--- src/rtl/yadan_pipe_pkg.sv ---
// Shared pipeline definitions: occupancy width, stage-state encoding and the ID/EX payload layout.
package yadan_pipe_pkg;

  localparam int PIPE_OCC_W = 2;

  // Encoded as {skid_v, main_v}; 2'b10 cannot occur in a healthy stage.
  typedef enum logic [1:0] {
    OCC_EMPTY = 2'b00,
    OCC_ONE   = 2'b01,
    OCC_BAD   = 2'b10,
    OCC_FULL  = 2'b11
  } occ_state_e;

  typedef enum logic [7:0] {
    ALUOP_NONE = 8'h00,
    ALUOP_ADD  = 8'h01,
    ALUOP_SUB  = 8'h02,
    ALUOP_AND  = 8'h03,
    ALUOP_OR   = 8'h04,
    ALUOP_XOR  = 8'h05,
    ALUOP_SLL  = 8'h06,
    ALUOP_SRL  = 8'h07
  } aluop_e;

  typedef enum logic [2:0] {
    RES_NONE  = 3'd0,
    RES_LOGIC = 3'd1,
    RES_SHIFT = 3'd2,
    RES_ARITH = 3'd3,
    RES_JUMP  = 3'd4,
    RES_LOAD  = 3'd5
  } alusel_e;

  localparam int ID_EX_W          = 64;
  localparam int ID_EX_ALUOP_LSB  = 0;
  localparam int ID_EX_ALUOP_W    = 8;
  localparam int ID_EX_ALUSEL_LSB = 8;
  localparam int ID_EX_ALUSEL_W   = 3;
  localparam int ID_EX_WREG_BIT   = 11;
  localparam int ID_EX_WCSR_BIT   = 12;
  localparam int ID_EX_WADDR_LSB  = 13;
  localparam int ID_EX_WADDR_W    = 5;
  localparam int ID_EX_OPER_LSB   = 18;
  localparam int ID_EX_OPER_W     = 46;

  localparam logic [4:0] NOP_REG_ADDR = 5'd0;

  localparam logic [ID_EX_W-1:0] ID_EX_BUBBLE = {
    {ID_EX_OPER_W{1'b0}}, NOP_REG_ADDR, 1'b0, 1'b0, 3'(RES_NONE), 8'(ALUOP_NONE)
  };

  function automatic logic [ID_EX_W-1:0] id_ex_pack(
    input aluop_e                  op,
    input alusel_e                 sel,
    input logic                    wreg,
    input logic                    wcsr,
    input logic [4:0]              waddr,
    input logic [ID_EX_OPER_W-1:0] oper
  );
    return {oper, waddr, wcsr, wreg, 3'(sel), 8'(op)};
  endfunction

endpackage

--- src/rtl/pipe_stage_skid_entry.sv ---
// One storage slot of a pipeline stage: a valid bit plus a payload register with load and clear.
module pipe_entry
  import yadan_pipe_pkg::*;
#(
  parameter int                DATA_W   = 64,
  parameter logic [DATA_W-1:0] BUBBLE   = '0,
  parameter bit                CLR_DATA = 1'b1
) (
  input  logic              clk,
  input  logic              rst_n,
  input  logic              load_i,
  input  logic              clear_i,
  input  logic [DATA_W-1:0] data_i,
  output logic              valid_o,
  output logic [DATA_W-1:0] data_o
);

  logic              valid_q, valid_d;
  logic [DATA_W-1:0] data_q, data_d;

  // Clear beats load so a kill can never be overridden by a late write.
  always_comb begin
    valid_d = valid_q;
    data_d  = data_q;
    if (clear_i) begin
      valid_d = 1'b0;
      if (CLR_DATA) begin
        data_d = BUBBLE;
      end
    end else if (load_i) begin
      valid_d = 1'b1;
      data_d  = data_i;
    end
  end

  always_ff @(posedge clk or negedge rst_n) begin
    if (!rst_n) begin
      valid_q <= 1'b0;
      data_q  <= BUBBLE;
    end else begin
      valid_q <= valid_d;
      data_q  <= data_d;
    end
  end

  assign valid_o = valid_q;
  assign data_o  = data_q;

endmodule

--- src/rtl/pipe_stage_skid.sv ---
// Generic valid/ready pipeline stage register with optional two-entry skid buffer and flush.
module pipe_stage_skid
  import yadan_pipe_pkg::*;
#(
  parameter int                DATA_W   = 64,
  parameter bit                SKID_EN  = 1'b1,
  parameter logic [DATA_W-1:0] BUBBLE   = '0,
  parameter bit                CLR_DATA = 1'b1
) (
  input  logic                  clk,
  input  logic                  rst_n,
  input  logic                  flush_i,
  input  logic                  up_valid_i,
  output logic                  up_ready_o,
  input  logic [DATA_W-1:0]     up_data_i,
  output logic                  dn_valid_o,
  input  logic                  dn_ready_i,
  output logic [DATA_W-1:0]     dn_data_o,
  output logic [PIPE_OCC_W-1:0] occ_o
);

  logic              main_v, skid_v;
  logic [DATA_W-1:0] main_data, skid_data, main_src;
  logic              main_load, main_clear, skid_load, skid_clear;
  logic              push, pop;
  occ_state_e        state;

  // With the skid enabled, ready depends only on held state so the consumer's ready never reaches the producer.
  assign up_ready_o = SKID_EN ? !skid_v : (!main_v | dn_ready_i);
  assign push       = up_valid_i & up_ready_o;
  assign pop        = main_v & dn_ready_i;
  assign state      = occ_state_e'({skid_v, main_v});

  always_comb begin
    main_load  = 1'b0;
    main_clear = 1'b0;
    skid_load  = 1'b0;
    skid_clear = 1'b0;
    main_src   = up_data_i;
    if (flush_i) begin
      main_clear = 1'b1;
      skid_clear = 1'b1;
    end else begin
      case (state)
        OCC_EMPTY: main_load = push;
        OCC_ONE: begin
          if (push && pop) begin
            main_load = 1'b1;
          end else if (push) begin
            skid_load = SKID_EN;
          end else if (pop) begin
            main_clear = 1'b1;
          end
        end
        OCC_FULL: begin
          if (pop) begin
            main_load  = 1'b1;
            main_src   = skid_data;
            skid_clear = 1'b1;
          end
        end
        default: begin
          main_clear = 1'b1;
          skid_clear = 1'b1;
        end
      endcase
    end
  end

  pipe_entry #(
    .DATA_W  (DATA_W),
    .BUBBLE  (BUBBLE),
    .CLR_DATA(CLR_DATA)
  ) u_main (
    .clk    (clk),
    .rst_n  (rst_n),
    .load_i (main_load),
    .clear_i(main_clear),
    .data_i (main_src),
    .valid_o(main_v),
    .data_o (main_data)
  );

  pipe_entry #(
    .DATA_W  (DATA_W),
    .BUBBLE  (BUBBLE),
    .CLR_DATA(CLR_DATA)
  ) u_skid (
    .clk    (clk),
    .rst_n  (rst_n),
    .load_i (skid_load),
    .clear_i(skid_clear),
    .data_i (up_data_i),
    .valid_o(skid_v),
    .data_o (skid_data)
  );

  assign dn_valid_o = main_v;
  assign dn_data_o  = main_v ? main_data : BUBBLE;
  assign occ_o      = {1'b0, main_v} + {1'b0, skid_v};

  a_skid_implies_main: assert property (@(posedge clk) disable iff (!rst_n)
    skid_v |-> main_v);
  a_no_load_when_full: assert property (@(posedge clk) disable iff (!rst_n)
    skid_load |-> !skid_v);
  a_head_stable: assert property (@(posedge clk) disable iff (!rst_n)
    (dn_valid_o && !dn_ready_i && !flush_i) |=> $stable(dn_data_o));

endmodule

--- config.mk ---
export PLATFORM = sky130hd
export DESIGN_NAME = pipe_stage_skid
export DESIGN_NICKNAME = d
export VERILOG_FILES = /design/src/rtl/yadan_pipe_pkg.sv /design/src/rtl/pipe_stage_skid_entry.sv /design/src/rtl/pipe_stage_skid.sv
export SDC_FILE = /design/constraint.sdc
export NUM_CORES = 1
export LEC_CHECK = 0
export ABC_AREA = 0
export BUFFER_PORTS_ARGS = -buffer_cell sky130_fd_sc_hd__buf_2
export CORE_ASPECT_RATIO = 1.5
export CORE_MARGIN = 1
export CORE_UTILIZATION = 58
export DETAILED_ROUTE_END_ITERATION = 10
export PLACE_DENSITY = 0.85
export SLEW_MARGIN = 25
export SYNTH_ARGS = -nofsm -noshare
export SYNTH_HDL_FRONTEND = slang
export SYNTH_SLANG_ARGS = --single-unit
--- constraint.sdc ---
create_clock -name clk -period 6.2 [get_ports clk]
set_clock_uncertainty 0.2 [all_clocks]
set_input_delay 0.31 -clock clk [delete_from_list [all_inputs] [get_ports clk]]
set_output_delay 0.31 -clock clk [all_outputs]
set_load 0.005 [all_outputs]
# After elaboration in Yosys (flattened, before gate mapping)

Cells that the tools add are included.

Bits in registers: 130
Output and inout bits: 68
Logic and storage cells: 42

$add $sub $neg: 1
Equal/unequal tests: 2
Muxes and demuxes: 26
Bitwise logic cells: 2
Reduce and logical (&&, ||, !) cells: 7

Operators by type and width:

| cell                                                                  | count |
|---|---|
| 64-bit 2-to-1 mux                                                     | 8 |
| 1-bit 2-to-1 mux                                                      | 15 |
| 1-bit case mux with 2 select lines                                    | 2 |
| 2-bit nonzero test                                                    | 2 |
| 2-bit OR reduction                                                    | 2 |
| 1-bit case mux with 3 select lines                                    | 1 |
| 1-bit by 1-bit adder with 2-bit output                                | 1 |
| 1-bit bitwise AND                                                     | 2 |
| 2-bit by 1-bit equality test with 1-bit output, second input constant | 1 |
| 2-bit equality test, second input constant                            | 1 |
| 2-bit logical NOT                                                     | 1 |
| 1-bit logical AND                                                     | 1 |
| 1-bit logical NOT                                                     | 1 |

# Depth between registers and ports, before layout

Depth after elaboration: 8
Mapped depth: 9
Depth with buffers taken out: 6

# Hierarchy

Synthesis repeated with hierarchy kept, for this count alone.

Cells, all modules: 581
Area total of the unflattened synthesis: 6,925.4 um^2

Modules (own cells, without submodules):

| module          | instances | cells each | area an instance (um^2) |
|---|---|---|---|
| pipe_entry      | 2         | 209        | 2,636.3 |
| pipe_stage_skid | 1         | 163        | 1,652.8 |

# Worst setup path after synthesis

OpenSTA, ideal clock, no wires.

Path type: register to register
Start: register u_main.valid_q (netlist: u_main.valid_o)
End: register u_main.data_q[0] (netlist: u_main.data_o[0])
Library setup time: 78 ps
Data arrival time: 2,034 ps
Required time: 5,922 ps
Setup slack: 3,888 ps
Stages on the path, launching flop included: 9
Buffers on the path: 3
Clock period less this slack: 2,312 ps
Cell sequence: dfrtp_1 > clkbuf_1 > inv_1 > ha_1 > a221oi_4 > nor3b_2 > buf_4 > buf_6 > o2bb2ai_1

Word-level cells in the longest chain between the ends: 7

RTL lines:

| element                                                 | RTL line                                     | source |
|---|---|---|
| from (decl)                                             | pipe_stage_skid_entry.sv:18                  | `logic valid_q, valid_d;` |
| from (signal assigned)                                  | pipe_stage_skid_entry.sv:41                  | `valid_q <= valid_d;` |
| 1-bit bitwise AND                                       | pipe_stage_skid.sv:31                        | `assign pop = main_v & dn_ready_i;` |
| 1-bit 2-to-1 mux                                        | pipe_stage_skid.sv:51, pipe_stage_skid.sv:56 |  |
| 1-bit 2-to-1 mux                                        | pipe_stage_skid.sv:49                        | `end else if (push) begin` |
| 1-bit 2-to-1 mux                                        | pipe_stage_skid.sv:47                        | `if (push && pop) begin` |
| 1-bit case mux with 2 select lines                      | pipe_stage_skid.sv:44                        | `case (state)` |
| 1-bit 2-to-1 mux                                        | pipe_stage_skid.sv:40                        | `if (flush_i) begin` |
| 64-bit 2-to-1 mux or 2-bit nonzero test (tied branches) | -                                            |  |
| to (signal assigned)                                    | pipe_stage_skid_entry.sv:42                  | `data_q <= data_d;` |
| to (decl)                                               | pipe_stage_skid_entry.sv:19                  | `logic [DATA_W-1:0] data_q, data_d;` |

Several ways; a longest one is shown, not always the timed one. The select of a mux whose other input is x is not followed.
A chain may end at the register's enable or synchronous reset.

# Worst setup path after layout

Start: register u_main.valid_q (netlist: u_main.valid_o)
End: register u_main.data_q[35] (netlist: u_main.data_o[35])

Same word-level chain as after synthesis.

==> results.sh <==
export IMPL_peak_ir_drop_on_the_vdd_network_mv=0.238
export IMPL_final_worst_path_period_need_ns=3.49
export IMPL_cts_root_to_sink_buffers=2
export IMPL_floorplan_initialDensity_pct=60.3
export IMPL_layout_drive_gt1_share_pct=28.1
export IMPL_post_cts_setup_buffers=0
export IMPL_multi_input_comb_area_um2=2400
export IMPL_port_buffer_count=136
export IMPL_max_slew_margin_pct=42.4
export IMPL_route_detailed_drc=14
export IMPL_ctsRootBufferMaster="clkbuf_16"
export IMPL_finish_net_count=716
export IMPL_worst_r2r_path_depth=6
export IMPL_synth_seq_cells=130
export IMPL_worst_hold_path_num_cells=3
export IMPL_placement_setup_worst_slack_ns=2.52
export IMPL_die_y_um=125
export IMPL_chipWidth_um=84.2
export IMPL_drv_cap=0
export IMPL_synthCells=453
export IMPL_grt_setup_unrepaired="no"
export IMPL_syn_num_nets=527
export IMPL_report_final_setup_viol=0
export IMPL_number_of_buffers_created_by_cts=17
export IMPL_num_rows=44
export IMPL_worst_path_max_fanout=72
export IMPL_io_pins=137
export IMPL_layout_filler_cells=539
export IMPL_cts_htree_levels=4
export IMPL_reg2reg_setup_slack_ns=2.71
export IMPL_critical_path_endpoint_type="flop"
export IMPL_grt_pass1_wl_mm=26.3
export IMPL_layout_area_overhead_vs_synth_pct=34.5
export IMPL_netlist_top_cells_area="dfrtp_1, mux2i_1, a22o_1"
export IMPL_synthDistinctLibCells=28
export IMPL_tns_ns=0
export IMPL_yosys_area_top_type="dfrtp_1"
export IMPL_drt_antenna_violating_nets=0
export IMPL_status="complete, but fails checks"
export IMPL_first_global_vias=5095
export IMPL_core_area_um2=9740
export IMPL_hold_path_class="primary input to flop"
export IMPL_netlist_area_leader_share_pct=55.3
export IMPL_period_share_pct=56.2
export IMPL_dpl_hpwl_mm=8.92
export IMPL_finalHoldViolations=0
export IMPL_worst_slack_ns=2.71
export IMPL_crit_arrival_ns=3.60
export IMPL_yosysWarnings=0
export IMPL_detailed_route_wire_length_per_cell_um=20.5
export IMPL_seq_area_um2=3260
export IMPL_globalRouteOverflowTotal=0
export IMPL_clock_sink_total=130
export IMPL_power_density_nw_per_um2=344
export IMPL_synth_seq_area_share_pct=55.3
export IMPL_worst_endpoint_required_ns=6.32
export IMPL_grt_usage_pct=32.1
export IMPL_tritoncts="yes"
export IMPL_postCtsResizedCells=0
export IMPL_detailedRoute_firstPassIterationCount=8
export IMPL_route_final_wire_length_mm=15.8
export IMPL_clk_pin_slew_worst_paths_ns=0.06
export IMPL_fp_dieArea_um2=10600
export IMPL_power_static_leakage_uw=0.00432
export IMPL_worst_slew_pin_slew_ns=0.863
export IMPL_grt_antenna_before_repair=1
export IMPL_final_cell_mix="buf_2, dfrtp_1, dlygate4sd3_1"
export IMPL_vias=4741
export IMPL_slew_viol_final=0
export IMPL_drt_vias_per_instance=6.15
export IMPL_setup_worst_path_class="flop to flop"
export IMPL_placer_congestion_estimate=0.797
export IMPL_worst_setup_path_start_kind="flop"
export IMPL_drt_iter0_markers=404
export IMPL_clkLatencyLatePin_ns=0.41
export IMPL_timing_fmax_ghz=0.287
export IMPL_netlist_area_um2=5880
export IMPL_syn_avg_cell_area_um2=13.0
export IMPL_violations_in_the_final_reports="design-rule violations"
export IMPL_layout_cells_most_common="buf_2"
export IMPL_grt_max_degree=73
logic make-up after synthesis:
group | synth area share [%]
multiplexers | 10.9
adder cells (fa/ha/maj) | 1.06
flip-flops | 55.3
AO/OA/AOI/OAI | 20.1
buffers and inverters | 4.28
AND/OR/NAND/NOR | 8.30
routing by layer:
layer / wire length, µm / global-route usage (%) / vias up
met5: 0 / 0 / -
met4: 532 / 13.9 / 0
met3: 887 / 6.73 / 45
met2: 8190 / 52.8 / 197
met1: 6210 / 41.3 / 2425
li1: - / - / 2074
critical path, stage by stage, from the launching register on:
cell       delay [ns]
dfrtp_4          0.81
inv_1            0.18
ha_1             0.38
a221oi_4         0.37
nor3b_4          0.73
buf_4            0.49
o2bb2ai_1        0.19
metrics by stage:
| stage | util [%] | power (µW) | std cells | hold slack, ns | cell area [µm²] |
|---|---|---|---|---|---|
| after CTS | 81.1 | 2720 | 770 | 0.101 | 7900 |
| after floorplan | - | 1410 | 453 | -0.186 | 5880 |
| after global placement | 67.0 | 1540 | 669 | 0.225 | 6530 |
| after global routing | 81.1 | 2820 | 771 | 0.117 | 7910 |
| after detailed placement | 67.6 | 1580 | 672 | 0.238 | 6590 |
| final | 81.1 | 2720 | 771 | 0.0999 | 7910 |
timing repair:
action | 4_1_cts | 5_1_grt
endpoints found under the hold margin | 140 | 0
endpoints found under the setup margin | 0 | 0
hold buffers | 66 | 0
power by group:
part	internal, µW	switching, µW
Sequential	991	124
Clock	722	375
Combinational	218	287
area by class of cell:
type	count	area share, %
multi-input combinational	279	30.3
antenna	1	0.0317
timing repair buffer	210	18.2
tap	115	1.82
clock buffer	18	5.55
inverter	4	0.190
sequential	130	41.2
clock inverter	14	2.67
worst paths after layout:
check,startpoint,to
min reg2reg,u_main.data_o[61],u_main.data_o[61]
max in group asynchronous,rst_n,u_skid.data_o[47]
max,u_main.valid_o,u_main.data_o[35]
min in group asynchronous,rst_n,u_skid.data_o[49]
min,up_valid_i,u_skid.valid_o
max reg2reg,u_main.valid_o,u_main.data_o[35]
Yosys cell counts (all sizes together):
cell       n
buf       33
a22o      64
and3       2
and2      64
ha         5
o2bb2ai   64
nand3      1
nor2       2
o21a       1
mux2i     64
nor3       2
a221oi     1
nand2b     1
nand4      1
or2        1
clkbuf     7
inv        4
a32oi      1
o2111a     1
o21ai      1
dfrtp    130
nor3b      2
nand2      1
flip-flops by register name (all words and copies together), names as in the netlist:
signal,flops
u_skid.data_o,64
u_main.data_o,64
u_skid.valid_o,1
u_main.valid_o,1
(Power assumes the default switching activity.)
